### config.mk
export PLATFORM = sky130hd
export DESIGN_NAME = matmul_sequencer
export DESIGN_NICKNAME = d
export VERILOG_FILES = /design/src/rtl/matmul_pkg.sv /design/src/rtl/matmul_sequencer_mac_unit.sv /design/src/rtl/matmul_sequencer.sv
export SDC_FILE = /design/constraint.sdc
export NUM_CORES = 1
export LEC_CHECK = 0
export CAP_MARGIN = 20
export CORE_ASPECT_RATIO = 1.1
export CORE_UTILIZATION = 30
export CTS_CLUSTER_DIAMETER = 30
export DETAILED_ROUTE_END_ITERATION = 10
export PLACE_DENSITY = 0.54
export REMOVE_ABC_BUFFERS = 1
export SLEW_MARGIN = 10
export SYNTH_ARGS = -nofsm -noshare
export SYNTH_HDL_FRONTEND = slang
export SYNTH_SLANG_ARGS = --single-unit
### constraint.sdc
create_clock -name clk -period 12.8 [get_ports clk]
set_input_delay 3.84 -clock clk [delete_from_list [all_inputs] [get_ports clk]]
set_output_delay 3.84 -clock clk [all_outputs]
set_load 0.05 [all_outputs]
### src/rtl/matmul_pkg.sv
// matmul_pkg: shared widths, size limit and sequencer state encoding
package matmul_pkg;
  localparam int DEF_DATA_W = 8;
  localparam int DEF_ACC_W  = 20;
  localparam int DEF_ADDR_W = 8;
  localparam int MAX_N      = 15;
  typedef enum logic [2:0] {IDLE, LOAD, ISSUE, FLUSH, WRITE, DONE, HOLD} state_t;
endpackage

### src/rtl/matmul_sequencer_mac_unit.sv
// mac_unit: registered unsigned multiply-accumulate, restarting on the first term of a dot product
module mac_unit #(
  parameter int DATA_W = matmul_pkg::DEF_DATA_W,
  parameter int ACC_W  = matmul_pkg::DEF_ACC_W
) (
  input  logic              clk,
  input  logic              rst,
  input  logic              valid,
  input  logic              clear_first,
  input  logic [DATA_W-1:0] a,
  input  logic [DATA_W-1:0] b,
  output logic [ACC_W-1:0]  acc
);
  logic [2*DATA_W-1:0] prod;
  logic [ACC_W-1:0]    acc_d, acc_q;
  // full-width product, zero-extended into the accumulator
  always_comb begin
    prod  = {{DATA_W{1'b0}}, a} * {{DATA_W{1'b0}}, b};
    acc_d = valid ? (clear_first ? '0 : acc_q) + {{(ACC_W-2*DATA_W){1'b0}}, prod} : acc_q;
  end
  // accumulator register
  always_ff @(posedge clk or posedge rst)
    if (rst) acc_q <= '0;
    else acc_q <= acc_d;
  assign acc = acc_q;
endmodule

### src/rtl/matmul_sequencer.sv
// matmul_sequencer: walks i/j/k over an NxN multiply, issuing operand reads and one result write per element
module matmul_sequencer
  import matmul_pkg::*;
#(
  parameter int DATA_W = DEF_DATA_W,
  parameter int ACC_W  = DEF_ACC_W,
  parameter int ADDR_W = DEF_ADDR_W
) (
  input  logic              clk,
  input  logic              rst,
  input  logic              start,
  input  logic [3:0]        size,
  output logic              rd_en,
  output logic [ADDR_W-1:0] a_addr,
  output logic [ADDR_W-1:0] b_addr,
  input  logic [DATA_W-1:0] a_data,
  input  logic [DATA_W-1:0] b_data,
  output logic              c_we,
  output logic [ADDR_W-1:0] c_addr,
  output logic [ACC_W-1:0]  c_data,
  output logic              busy,
  output logic              done
);
  state_t state_d, state_q;
  logic [3:0] n_d, n_q, i_d, i_q, j_d, j_q, k_d, k_q;
  logic [ADDR_W-1:0] row_d, row_q, kn_d, kn_q, n_w;
  logic rd_en_d, rd_en_q, c_we_d, c_we_q, busy_d, busy_q, done_d, done_q;
  logic vld_d, vld_q, first_d, first_q;
  logic [ADDR_W-1:0] a_addr_d, a_addr_q, b_addr_d, b_addr_q, c_addr_d, c_addr_q;
  assign n_w = {{(ADDR_W-4){1'b0}}, n_q};
  // next state and index counters; row_q tracks i*N and kn_q tracks k*N by repeated addition
  always_comb begin
    state_d = state_q;
    n_d = n_q;
    i_d = i_q;
    j_d = j_q;
    k_d = k_q;
    row_d = row_q;
    kn_d = kn_q;
    case (state_q)
      IDLE: if (start) begin
        state_d = LOAD;
        n_d = size;
        i_d = '0;
        j_d = '0;
        k_d = '0;
        row_d = '0;
        kn_d = '0;
      end
      LOAD: state_d = (n_q == 4'd0) ? DONE : ISSUE;
      ISSUE: if (k_q == n_q - 4'd1) begin
        state_d = FLUSH;
        k_d = '0;
        kn_d = '0;
      end else begin
        k_d = k_q + 4'd1;
        kn_d = kn_q + n_w;
      end
      FLUSH: state_d = WRITE;
      WRITE: begin
        state_d = ISSUE;
        if (j_q == n_q - 4'd1) begin
          j_d = '0;
          i_d = i_q + 4'd1;
          row_d = row_q + n_w;
          if (i_q == n_q - 4'd1) state_d = DONE;
        end else j_d = j_q + 4'd1;
      end
      DONE: state_d = HOLD;
      HOLD: if (!start) state_d = IDLE;
      default: state_d = IDLE;
    endcase
  end
  // outputs are precomputed from the next state so every port comes straight from a flop
  always_comb begin
    rd_en_d  = state_d == ISSUE;
    c_we_d   = state_d == WRITE;
    busy_d   = state_d != IDLE;
    done_d   = state_d == DONE;
    a_addr_d = row_d + {{(ADDR_W-4){1'b0}}, k_d};
    b_addr_d = kn_d + {{(ADDR_W-4){1'b0}}, j_d};
    c_addr_d = row_d + {{(ADDR_W-4){1'b0}}, j_d};
    vld_d    = rd_en_q;
    first_d  = rd_en_q && k_q == 4'd0;
  end
  // state, counter and output registers
  always_ff @(posedge clk or posedge rst)
    if (rst) begin
      state_q <= IDLE;
      n_q <= '0;
      i_q <= '0;
      j_q <= '0;
      k_q <= '0;
      row_q <= '0;
      kn_q <= '0;
      rd_en_q <= 1'b0;
      c_we_q <= 1'b0;
      busy_q <= 1'b0;
      done_q <= 1'b0;
      a_addr_q <= '0;
      b_addr_q <= '0;
      c_addr_q <= '0;
      vld_q <= 1'b0;
      first_q <= 1'b0;
    end else begin
      state_q <= state_d;
      n_q <= n_d;
      i_q <= i_d;
      j_q <= j_d;
      k_q <= k_d;
      row_q <= row_d;
      kn_q <= kn_d;
      rd_en_q <= rd_en_d;
      c_we_q <= c_we_d;
      busy_q <= busy_d;
      done_q <= done_d;
      a_addr_q <= a_addr_d;
      b_addr_q <= b_addr_d;
      c_addr_q <= c_addr_d;
      vld_q <= vld_d;
      first_q <= first_d;
    end
  mac_unit #(.DATA_W(DATA_W), .ACC_W(ACC_W)) u_mac (
    .clk(clk),
    .rst(rst),
    .valid(vld_q),
    .clear_first(first_q),
    .a(a_data),
    .b(b_data),
    .acc(c_data)
  );
  assign rd_en  = rd_en_q;
  assign c_we   = c_we_q;
  assign busy   = busy_q;
  assign done   = done_q;
  assign a_addr = a_addr_q;
  assign b_addr = b_addr_q;
  assign c_addr = c_addr_q;
endmodule

### Word-level counts from Yosys, hierarchy flattened

Index checks and enable logic that the tools add are counted.

* reduce and logical (&&, ||, !) cells: 8
* equal/unequal tests: 14
* add/sub/neg operators: 10
* multiplexer cells: 23
* multipliers: 1

Operator list (number)
* $add 8x4->8: 5
* $mux 8: 4
* $pmux 8 s2: 2
* $mux 4: 6
* $pmux 4 s2: 3
* $pmux 3 s7: 1
* $add 20x16->20: 1
* $mux 20: 1
* $mux 3: 6
* $mul 8x8->16: 1
* $eq 3x3->1 const B: 5
* $add 4x1->4 const B: 3
* $eq 4x4->1: 3
* $eq 3x2->1 const B: 3
* $logic_not 4->1: 2
* $ne 2x2->1 const B: 2
* $sub 4x1->4 const B: 1
* $eq 3x1->1 const B: 1
* $logic_not 3->1: 1
* $reduce_and 3->1: 1
* $reduce_bool 3->1: 1
* $reduce_and 2->1: 1
* $reduce_bool 2->1: 1
* $logic_and 1x1->1: 1

* register bits: 85
* logic and storage cells: 73

### Depth between registers and ports, before layout

Gate-level depths: netlist (run 1).

* word-level depth: 6
* mapped depth: 18
* gate-level depth less buffers: 17

### Cells and area by module

Synthesis (run 1) repeated with hierarchy kept, for this count alone.

* cells, all modules: 740
* area, all modules: 7248.2 sq um

Modules (own cells, without submodules)
* matmul_sequencer: area each 3679.8 sq um, cells an instance 353, instances 1
* mac_unit: area each 3568.4 sq um, cells an instance 387, instances 1

### Worst setup path after synthesis (run 1)

Ideal clock, no wire load.

* path type: input -> register
* start: input b_data[1]
* end: register u_mac.acc_q[17] (netlist: u_mac.acc[17])
* data required time: 12675 ps
* arrival: 7884 ps
* slack: 4791 ps
* stages on the path: 17
* buffers on the path: 1
* setup time: 125 ps
* cells stage by stage: clkbuf_1 nand2_1 fa_1 inv_1 fa_1 ha_1 inv_1 fa_1 inv_1 fa_1 a21o_1 a21oi_1 o21ai_0 a31oi_1 o21ai_0 xnor2_1 mux2_2

* longest elaborated chain between the ends: 2

Ends and longest elaborated chain
* start: declaration: line matmul_sequencer.sv:17 `input logic [DATA_W-1:0] b_data,`
* $mul 8x8->16: line matmul_sequencer_mac_unit.sv:18 `prod = {{DATA_W{1'b0}}, a} * {{DATA_W{1'b0}}, b};`
* $add 20x16->20: line matmul_sequencer_mac_unit.sv:19 `acc_d = valid ? (clear_first ? '0 : acc_q) + {{(ACC_W-2*DATA_W){1'b0}}, prod} : acc_q;`
* end signal: assignment: line matmul_sequencer_mac_unit.sv:23 `if (rst) acc_q <= '0;`
* end signal: assignment: line matmul_sequencer_mac_unit.sv:24 `else acc_q <= acc_d;`
* end: declaration: line matmul_sequencer_mac_unit.sv:15 `logic [ACC_W-1:0] acc_d, acc_q;`

No other way between the ends.
A chain may end at the register's enable or synchronous reset.

### Worst setup path after layout (run 1)

Same ends and word-level chain as after synthesis.

==> out/results.tsv, run 1 <==
metric	value	unit
mostFrequentLayoutCell	inv_1	
cpMaxStageDelayCell	clkdlybuf4s50_1	
viasPerCell	4.564	
finalMaxSlewViolations	0	
path_common_cell	fa_1	
syn-instance-count	716	
routed_wl	15.49	mm
drt_iter0_markers	203	
io_pins	71	
rows	58	
hold_class	reg2reg	
antenna_found_initial	0	
rsz0062_at_grt	no	
clock_sinks	85	
cts_buffers	9	
cts_hold_buf	0	
grt_pass1_wl	26.86	mm
cts_resized	0	
fin_skew	6.094	ps
die_w	148.7	µm
drtAntennaViolNets	0	
async_flop_share	100.0	%
endpoint_kind	flip-flop	
antennaDiodeCount	0	
timing_hold_violations_final	0	
setup_viol	0	
routed-via-count	4966	
avgSynthCellArea	9.917	µm²
criticalPathCategory	in2reg	
slew_headroom	34.53	%
grt_max_degree	74	
start_kind	input pin	
grt_pass1_vias	5294	
clockRootBuffer	clkbuf_16	
hp-start	rd_en$_DFF_PP0_	
layout-drive-gt1-share	6.218	%
yosysSeqAreaShare	29.96	%
synth_top_flop_cell	dfrtp_1	
drc	0	
crit_path_max_incr_delay	630	ps
clk_pin_slew	60	ps
synthToLayoutAreaGrowth	19.15	%
yosys_warnings	0	
dieArea	24290	µm²
max_freq	117.8	MHz
io_buffers	70	
first_pass_iters	5	
status	complete, no violations	
grt_util_met3	1.927	%
ys_ff_latch	85	
cp_max_fo	8	
overflow	0	
start_util	30.77	%
h-tree-depth	3	
wl_per_cell	14.24	µm
grt.total_usage	14.14	%
synth_edf_count	0	
path_cells	clkdlybuf4s50_1 > nand2_1 > fa_1 > inv_1 > fa_1 > ha_1 > inv_1 > fa_1 > inv_1 > fa_1 > a21o_1 > a21oi_1 > o21ai_0 > a31oi_1 > o21ai_0 > xnor2_1 > mux2_2	
clk_path_buf_depth	2	
globalRouteMet1Util	18.14	%
die_h	163.4	µm
core-area	23080	µm²
r2r_start	first_q$_DFF_PP0_	
mostFrequentLayoutCells	inv_1, dfrtp_1, clkdlybuf4s50_1	
clk_latency	340	ps
cp-startpoint	b_data[1]	
maxCapViolCount	0	
tightestPinTransition	982.0	ps
dp_hpwl	12.27	mm
grtUsageMet2	24.32	%
gp_congestion	0.8279	
fin_nets	931	
busiest_layer	met2	
required	13030	ps
cp.arrival	8720	ps
synth_area	7101	µm²
fin_crit	8492	ps
ys_types	57	
postCtsSetupBuffers	0	
period_share	66.34	%
cts_tree	yes	
setup_tns	0	ps
==> metal layers <==
metal | up-vias | share of wire [%]
met2 | 69 | 49
met3 | 22 | 2.6
li1 | 2482 | -
met1 | 2393 | 46
met4 | 0 | 1.8
met5 | - | 0
==> per-stage QoR <==
step	instances	setup WS [ps]	instance area, µm²	utilization [%]	hold slack [ps]
after CTS	1087	4310	8433	36.54	452.7
final	1088	4308	8461	36.66	434.9
after detailed placement	1074	3963	8130	35.23	437.3
after global routing	1088	3923	8461	36.66	463.3
after floorplan	703	4999	7046	-	477.3
after global placement	1074	4054	8130	35.23	433.3
==> kinds of logic after synthesis <==
kind of cell | share of synthesized area [%]
AO/OA/AOI/OAI | 11.03
XOR/XNOR | 7.277
adder cells (fa/ha/maj) | 27.31
buffers and inverters | 6.590
flip-flops | 29.96
multiplexers | 3.137
AND/OR/NAND/NOR | 14.70
==> flip-flops by register name, summed over array words and instances, names as in the netlist <==
signal     flops
a_addr         8
b_addr         8
busy           1
c_addr         8
c_we           1
done           1
first_q        1
i_q            4
j_q            4
k_q            4
kn_q           8
n_q            4
rd_en          1
row_q          8
state_q        3
u_mac.acc     20
vld_q          1
==> worst max-delay path: cells and delay by family <==
kind / cells / cell delay, ps
mux: 1 / 260
buf+inv: 4 / 800
simple gates: 1 / 130
xor+xnor: 1 / 140
fa+ha+maj: 5 / 2270
compound gates: 5 / 1260
==> final timing paths <==
| kind | to | slack (ps) | depth (start not counted) |
|---|---|---|---|
| min | vld_q$_DFF_PP0_ | 430 | 0 |
| max reg2reg | u_mac.acc[17]$_DFFE_PP0P_ | 7660 | 16 |
| max | u_mac.acc[17]$_DFFE_PP0P_ | 4310 | 17 |
| max in group asynchronous | kn_q[5]$_DFF_PP0_ | 8200 | 4 |
| min reg2reg | vld_q$_DFF_PP0_ | 430 | 0 |
| min in group asynchronous | u_mac.acc[2]$_DFFE_PP0P_ | 3740 | 2 |
==> cells in the mapped netlist, types with 14 or more instances <==
cell type,count,area [µm²]
nand3_1,14,70.07
inv_1,110,412.9
dfrtp_1,85,2127
ha_1,67,838.3
xnor2_1,36,315.3
mux2_2,18,202.7
nand2b_1,18,112.6
o21ai_0,34,170.2
nand2_1,61,229.0
fa_1,55,1101
and2_1,44,275.3
a21oi_1,29,145.1
nor2b_1,14,87.58
==> final cells by class <==
type / instances / area, µm²
Clock buffer: 11 / 242.7
Multi-Input combinational cell: 508 / 4506
Sequential cell: 85 / 2127
Tap cell: 300 / 375.4
Fill cell: 2370 / 14620
Timing Repair Buffer: 72 / 735.7
Inverter: 110 / 414.1
Clock inverter: 2 / 60.06
Power of run 1 is not shown: default switching activity piles up to over one toggle a cycle in this logic, so the estimate is an artifact.
==> run 2: changes to the inputs <==
clock period = 8.76 ns   (was 12.8 ns; I/O delays follow)
==> out/results.tsv, run 2 (synthesis gave the netlist of run 1 again) <==
metric	value	unit	change
status	complete, no violations		unchanged
antenna_found_initial	0		unchanged
hold_class	reg2reg		unchanged
fin_skew	7.344	ps	was 6.094 ps
timing_hold_violations_final	0		unchanged
grtUsageMet2	23.70	%	was 24.32%
grt_util_met3	1.983	%	was 1.927%
dieArea	24290	µm²	unchanged
routed-via-count	4989		was 4966
path_cells	clkdlybuf4s50_1 > nand2_1 > fa_1 > inv_1 > fa_1 > ha_1 > inv_1 > fa_1 > inv_1 > fa_1 > a21o_1 > a21oi_1 > o21ai_0 > a31oi_1 > o21ai_0 > xnor2_1 > mux2_2		unchanged
start_kind	input pin		unchanged
finalMaxSlewViolations	0		unchanged
period_share	82.98	%	
clockRootBuffer	clkbuf_16		unchanged
overflow	0		unchanged
critPathBufInv	4		unchanged
path_common_cell	fa_1		unchanged
cts_tree	yes		unchanged
first_pass_iters	4		was 5
cpMaxStageDelayCell	clkdlybuf4s50_1		unchanged
layout-drive-gt1-share	6.448	%	was 6.218%
clock_sinks	85		unchanged
criticalPathCategory	in2reg		unchanged
crit_path_max_incr_delay	650	ps	was 630 ps
cts_resized	0		unchanged
postCtsSetupBuffers	0		unchanged
h-tree-depth	3		unchanged
viasPerCell	4.573		was 4.564
wl_per_cell	14.23	µm	was 14.24 µm
grt.total_usage	14.03	%	was 14.14%
die_w	148.7	µm	unchanged
io_pins	71		unchanged
die_h	163.4	µm	unchanged
globalRouteMet1Util	18.02	%	was 18.14%
fin_nets	931		unchanged
start_util	30.77	%	unchanged
maxCapViolCount	0		unchanged
setup_viol	0		unchanged
crit_family	adder cells		unchanged
drt_iter0_markers	237		was 203
grt_pass1_vias	5249		was 5294
grt_max_degree	74		unchanged
mostFrequentLayoutCells	inv_1, dfrtp_1, clkdlybuf4s50_1		unchanged
tightestPinTransition	1006	ps	was 982.0 ps
required	8980	ps	was 13030 ps
drc	0		unchanged
core-area	23080	µm²	unchanged
max_freq	137.6	MHz	
clk_pin_slew	60	ps	about the same
antennaDiodeCount	0		unchanged
largest_register_ffs	20		unchanged
routed_wl	15.53	mm	was 15.49 mm
cts_buffers	9		unchanged
fin_crit	7269	ps	
gp_congestion	0.8280		was 0.8279
clk_path_buf_depth	2		unchanged
drtAntennaViolNets	0		unchanged
cp_max_fo	8		unchanged
cts_hold_buf	0		unchanged
synthToLayoutAreaGrowth	19.03	%	was 19.15%
slew_headroom	32.96	%	was 34.53%
endpoint_kind	flip-flop		unchanged
rsz0062_at_grt	no		unchanged
dp_hpwl	12.23	mm	was 12.27 mm
busiest_layer	met2		unchanged
grt_pass1_wl	26.69	mm	was 26.86 mm
rows	58		unchanged
io_buffers	70		unchanged
clk_latency	340	ps	about the same
cp.arrival	7490	ps	was 8720 ps
mostFrequentLayoutCell	inv_1		unchanged
setup_tns	0	ps	unchanged
==> run 2: changes by cell type in the layout (fill, tap and decap cells not counted) <==
cell / delta
clkinv_2: +2
clkinvlp_4: +1
bufinv_16: -1
clkbuf_1: +1
==> run 2: layout make-up <==
type                       instances  area (µm²)
fill                            2367       14630
clock buffer                      12       246.5
tap                              300       375.4
sequential                        85        2127
inverter                         110       414.1
clock inverter                     4       47.55
timing repair buffer              72       735.7
multi-input combinational        508        4506
==> run 2: final timing paths <==
kind | slack [ps] | to | startpoint | cells after the start
worst max-delay path | 1490 | u_mac.acc[17]$_DFFE_PP0P_ | b_data[1] | 17
min in group asynchronous | 2540 | u_mac.acc[0]$_DFFE_PP0P_ | rst | 2
worst max register to register | 3590 | u_mac.acc[17]$_DFFE_PP0P_ | first_q$_DFF_PP0_ | 16
worst min register to register | 430 | vld_q$_DFF_PP0_ | rd_en$_DFF_PP0_ | 0
worst min-delay path | 430 | vld_q$_DFF_PP0_ | rd_en$_DFF_PP0_ | 0
max in group asynchronous | 5380 | c_addr[0]$_DFF_PP0_ | rst | 4
==> run 2: per-layer routing <==
layer	part of all wire [%]	vias up
li1	-	2489
met1	46	2413
met2	49	66
met3	2.4	21
met4	2.4	0
met5	0	-
==> run 2: through the flow <==
step	setup WS, ps	utilization (%)	instances	hold slack [ps]	cell area [µm²]
2_1_floorplan	2171	-	703	477.3	7046
3_3_place_gp	1227	35.23	1074	434.2	8130
3_5_place_dp	1156	35.23	1074	441.7	8130
4_1_cts	1514	36.51	1090	458.0	8424
5_1_grt	1196	36.62	1091	465.7	8452
6_report	1491	36.62	1091	434.1	8452
Power of run 2 is left out for the same reason.
==> edit, RTL diff (flow settings as in run 2) <==
The package constant `DEF_DATA_W` goes from 8 to 6.
--- a/src/rtl/matmul_pkg.sv
+++ b/src/rtl/matmul_pkg.sv
@@ -1,6 +1,6 @@
 // matmul_pkg: shared widths, size limit and sequencer state encoding
 package matmul_pkg;
-  localparam int DEF_DATA_W = 8;
+  localparam int DEF_DATA_W = 6;
   localparam int DEF_ACC_W  = 20;
   localparam int DEF_ADDR_W = 8;
   localparam int MAX_N      = 15;
Ports: changed (resized a_data and b_data); port bits go from 71 to 67. No check against the original RTL was run, so the function may have changed too.
==> edit against run 2 <==
  * The flow now finishes with violations (design-rule violations)
  * Design area decreased by 13%
  * First-iteration DRC count is 11% lower
  * Sequential share of layout area grew 3.9 points
  * Critical path depth unchanged
  * Critical endpoint is now u_mac.acc[13]$_DFFE_PP0P_
  * Global-route usage down 0.29 points
  * Area after synthesis decreased by 14%
  * Register-to-register slack gained 1.5 ns
  * Synthesized cell count is 16% lower
  * Critical path type unchanged
  * Setup slack got worse by 0.074 ns
  * Wire length down 14%
  * Non-clock buffer count is 3 lower
  * Sequential cell count unchanged
==> edit: results (changes against run 2) <==
Yosys
  • Area contributors post-synth: dfrtp_1 (35%), ha_1 (11%), fa_1 (10%)
  • Register area share after synthesis: 34.8% (+4.8 points)
  • Synth unique cells: 65 (+14%)
  • Most common library cells after synthesis: dfrtp_1 (85), inv_1 (61), ha_1 (55)

Setup path
  • Critical Path Source: a_data[2]
  • Worst R2R Setup Slack: 5.06 ns (+1.47 ns)
  • Startpoint Class: input port
  • WP data arrival: 7.60 ns (+0.11 ns)
  • Worst R2R Path Depth: 10 (-6)
  • CP Max Fanout: 7 (-1)
  • CP peak stage delay: 0.63 ns (-0.02 ns)
  • Reg2reg end: u_mac.acc[13]$_DFFE_PP0P_
  • Critical path's slowest cell: a31oi_1
  • Worst setup EP type: register

Place
  • Post-DP HPWL: 10100 um (-17%)
  • RD Place Congestion: 0.855 (+3.2%)
  • I/O Buffers: 66 (-5.7%)

STA
  • Clock skew: 0.00607 ns (-0.00127 ns)
  • Worst-margin pin slew: 0.849 ns (-0.156 ns)

Cells and area
  • Share of post-route cells with drive strength above 1: 7.14% (+0.70 points)
  • Nets@finish: 775 (-17%)
  • Layout fillers: 1977 (-16%)

Detailed routing
  • DRC viols: 10 (+10)
  • Via count: 4410 (-12%)
  • WL final: 13400 um (-14%)
  • First-pass DRT Iterations: 8 (+4)
  • Initial DRC count: 212 (-11%)

Global route
  • GRT Total Usage: 13.7% (-0.29 points)
  • Largest net degree at the start of global routing: 66 (-11%)
  • First-pass GRT wire length: 22900 um (-14%)
  • Vias in the first global route: 4698 (-10%)

Worst hold path
  • Hold Path Class: register to register

Clock tree
  • H-Tree Depth: 3 (unchanged)
  • Cts bufs inserted: 9 (unchanged)

Status
  • Violated checks: design-rule violations
  • Status: finished, violations left
## edit: changes by cell type after synthesis, sizes merged, moves of 5 or more
cell and delta:
a21o +5, nor2 +14, a21oi -6, nand2 -10, xnor2 -10, xor2 +10, fa -24, and2 -14
ha -12, inv -49, mux2 -7, o21ai -6
## edit: cells by family (layout without fill, tap and decap cells)
family	after synthesis	in the layout	share of synthesized area (%)
AO/OA/AOI/OAI	112	112	11.9
flip-flops	85	85	34.8
multiplexers	11	11	2.02
AND/OR/NAND/NOR	183	183	16.5
buffers and inverters	74	143	4.85
XOR/XNOR	52	52	8.49
adder cells (fa/ha/maj)	86	86	21.4
## edit: worst min path at each step
stage / start / to / slack (ns) / cells after the start
5_1_grt: rd_en$_DFF_PP0_ / vld_q$_DFF_PP0_ / 0.45 / 0
3_3_place_gp: rd_en$_DFF_PP0_ / vld_q$_DFF_PP0_ / 0.41 / 0
2_1_floorplan: k_q[2]$_DFF_PP0_ / first_q$_DFF_PP0_ / 0.48 / 1
3_5_place_dp: rd_en$_DFF_PP0_ / vld_q$_DFF_PP0_ / 0.41 / 0
4_1_cts: rd_en$_DFF_PP0_ / vld_q$_DFF_PP0_ / 0.43 / 0
6_report: rd_en$_DFF_PP0_ / vld_q$_DFF_PP0_ / 0.43 / 0
## edit: worst reg2reg max path, stage by stage (launching register included)
cell and delay, ns:
dfrtp_1 0.62, nand2b_1 0.28, fa_1 0.48, inv_1 0.04, ha_1 0.37, a21oi_1 0.15
o21ai_0 0.30, nand4_1 0.18, a31oi_1 0.63, mux2_2 0.41, a21oi_1 0.15
## edit: stage by stage
stage | util [%] | hold slack (ns) | worst slack, ns | instance area, um2 | std cells
after floorplan | - | 0.479 | 2.15 | 6050 | 590
after global placement | 35.4 | 0.410 | 1.32 | 7050 | 911
after detailed placement | 35.4 | 0.414 | 1.17 | 7050 | 911
after CTS | 36.7 | 0.432 | 1.49 | 7320 | 924
after global routing | 36.7 | 0.448 | 1.19 | 7320 | 924
final | 36.7 | 0.435 | 1.42 | 7320 | 924
## edit: area by class of cell
type,count,area (um2),share of cell area [%]
inverters,61,230,3.15
flip-flops and latches,85,2130,29.1
clock buffers,10,229,3.13
multi-input cells,444,3690,50.5
repair buffers,69,683,9.33
clock inverters,3,40.0,0.547
well taps,252,315,4.31
## edit: routing by layer
layer	part of all wire [%]	global-route usage (%)	wire [um]	vias up
li1	-	-	-	2167
met1	45	16.7	6040	2126
met2	49	24.3	6550	94
met3	3.5	2.07	463	23
met4	2.2	6.24	299	0
met5	0	0	0	-
## edit: power groups by stage
stage,combinational [uW],sequential [uW],clock [uW]
after global routing,730,441,391
after global placement,639,444,0
after CTS,654,438,378
final,651,437,363
after detailed placement,650,445,0
after floorplan,438,508,0
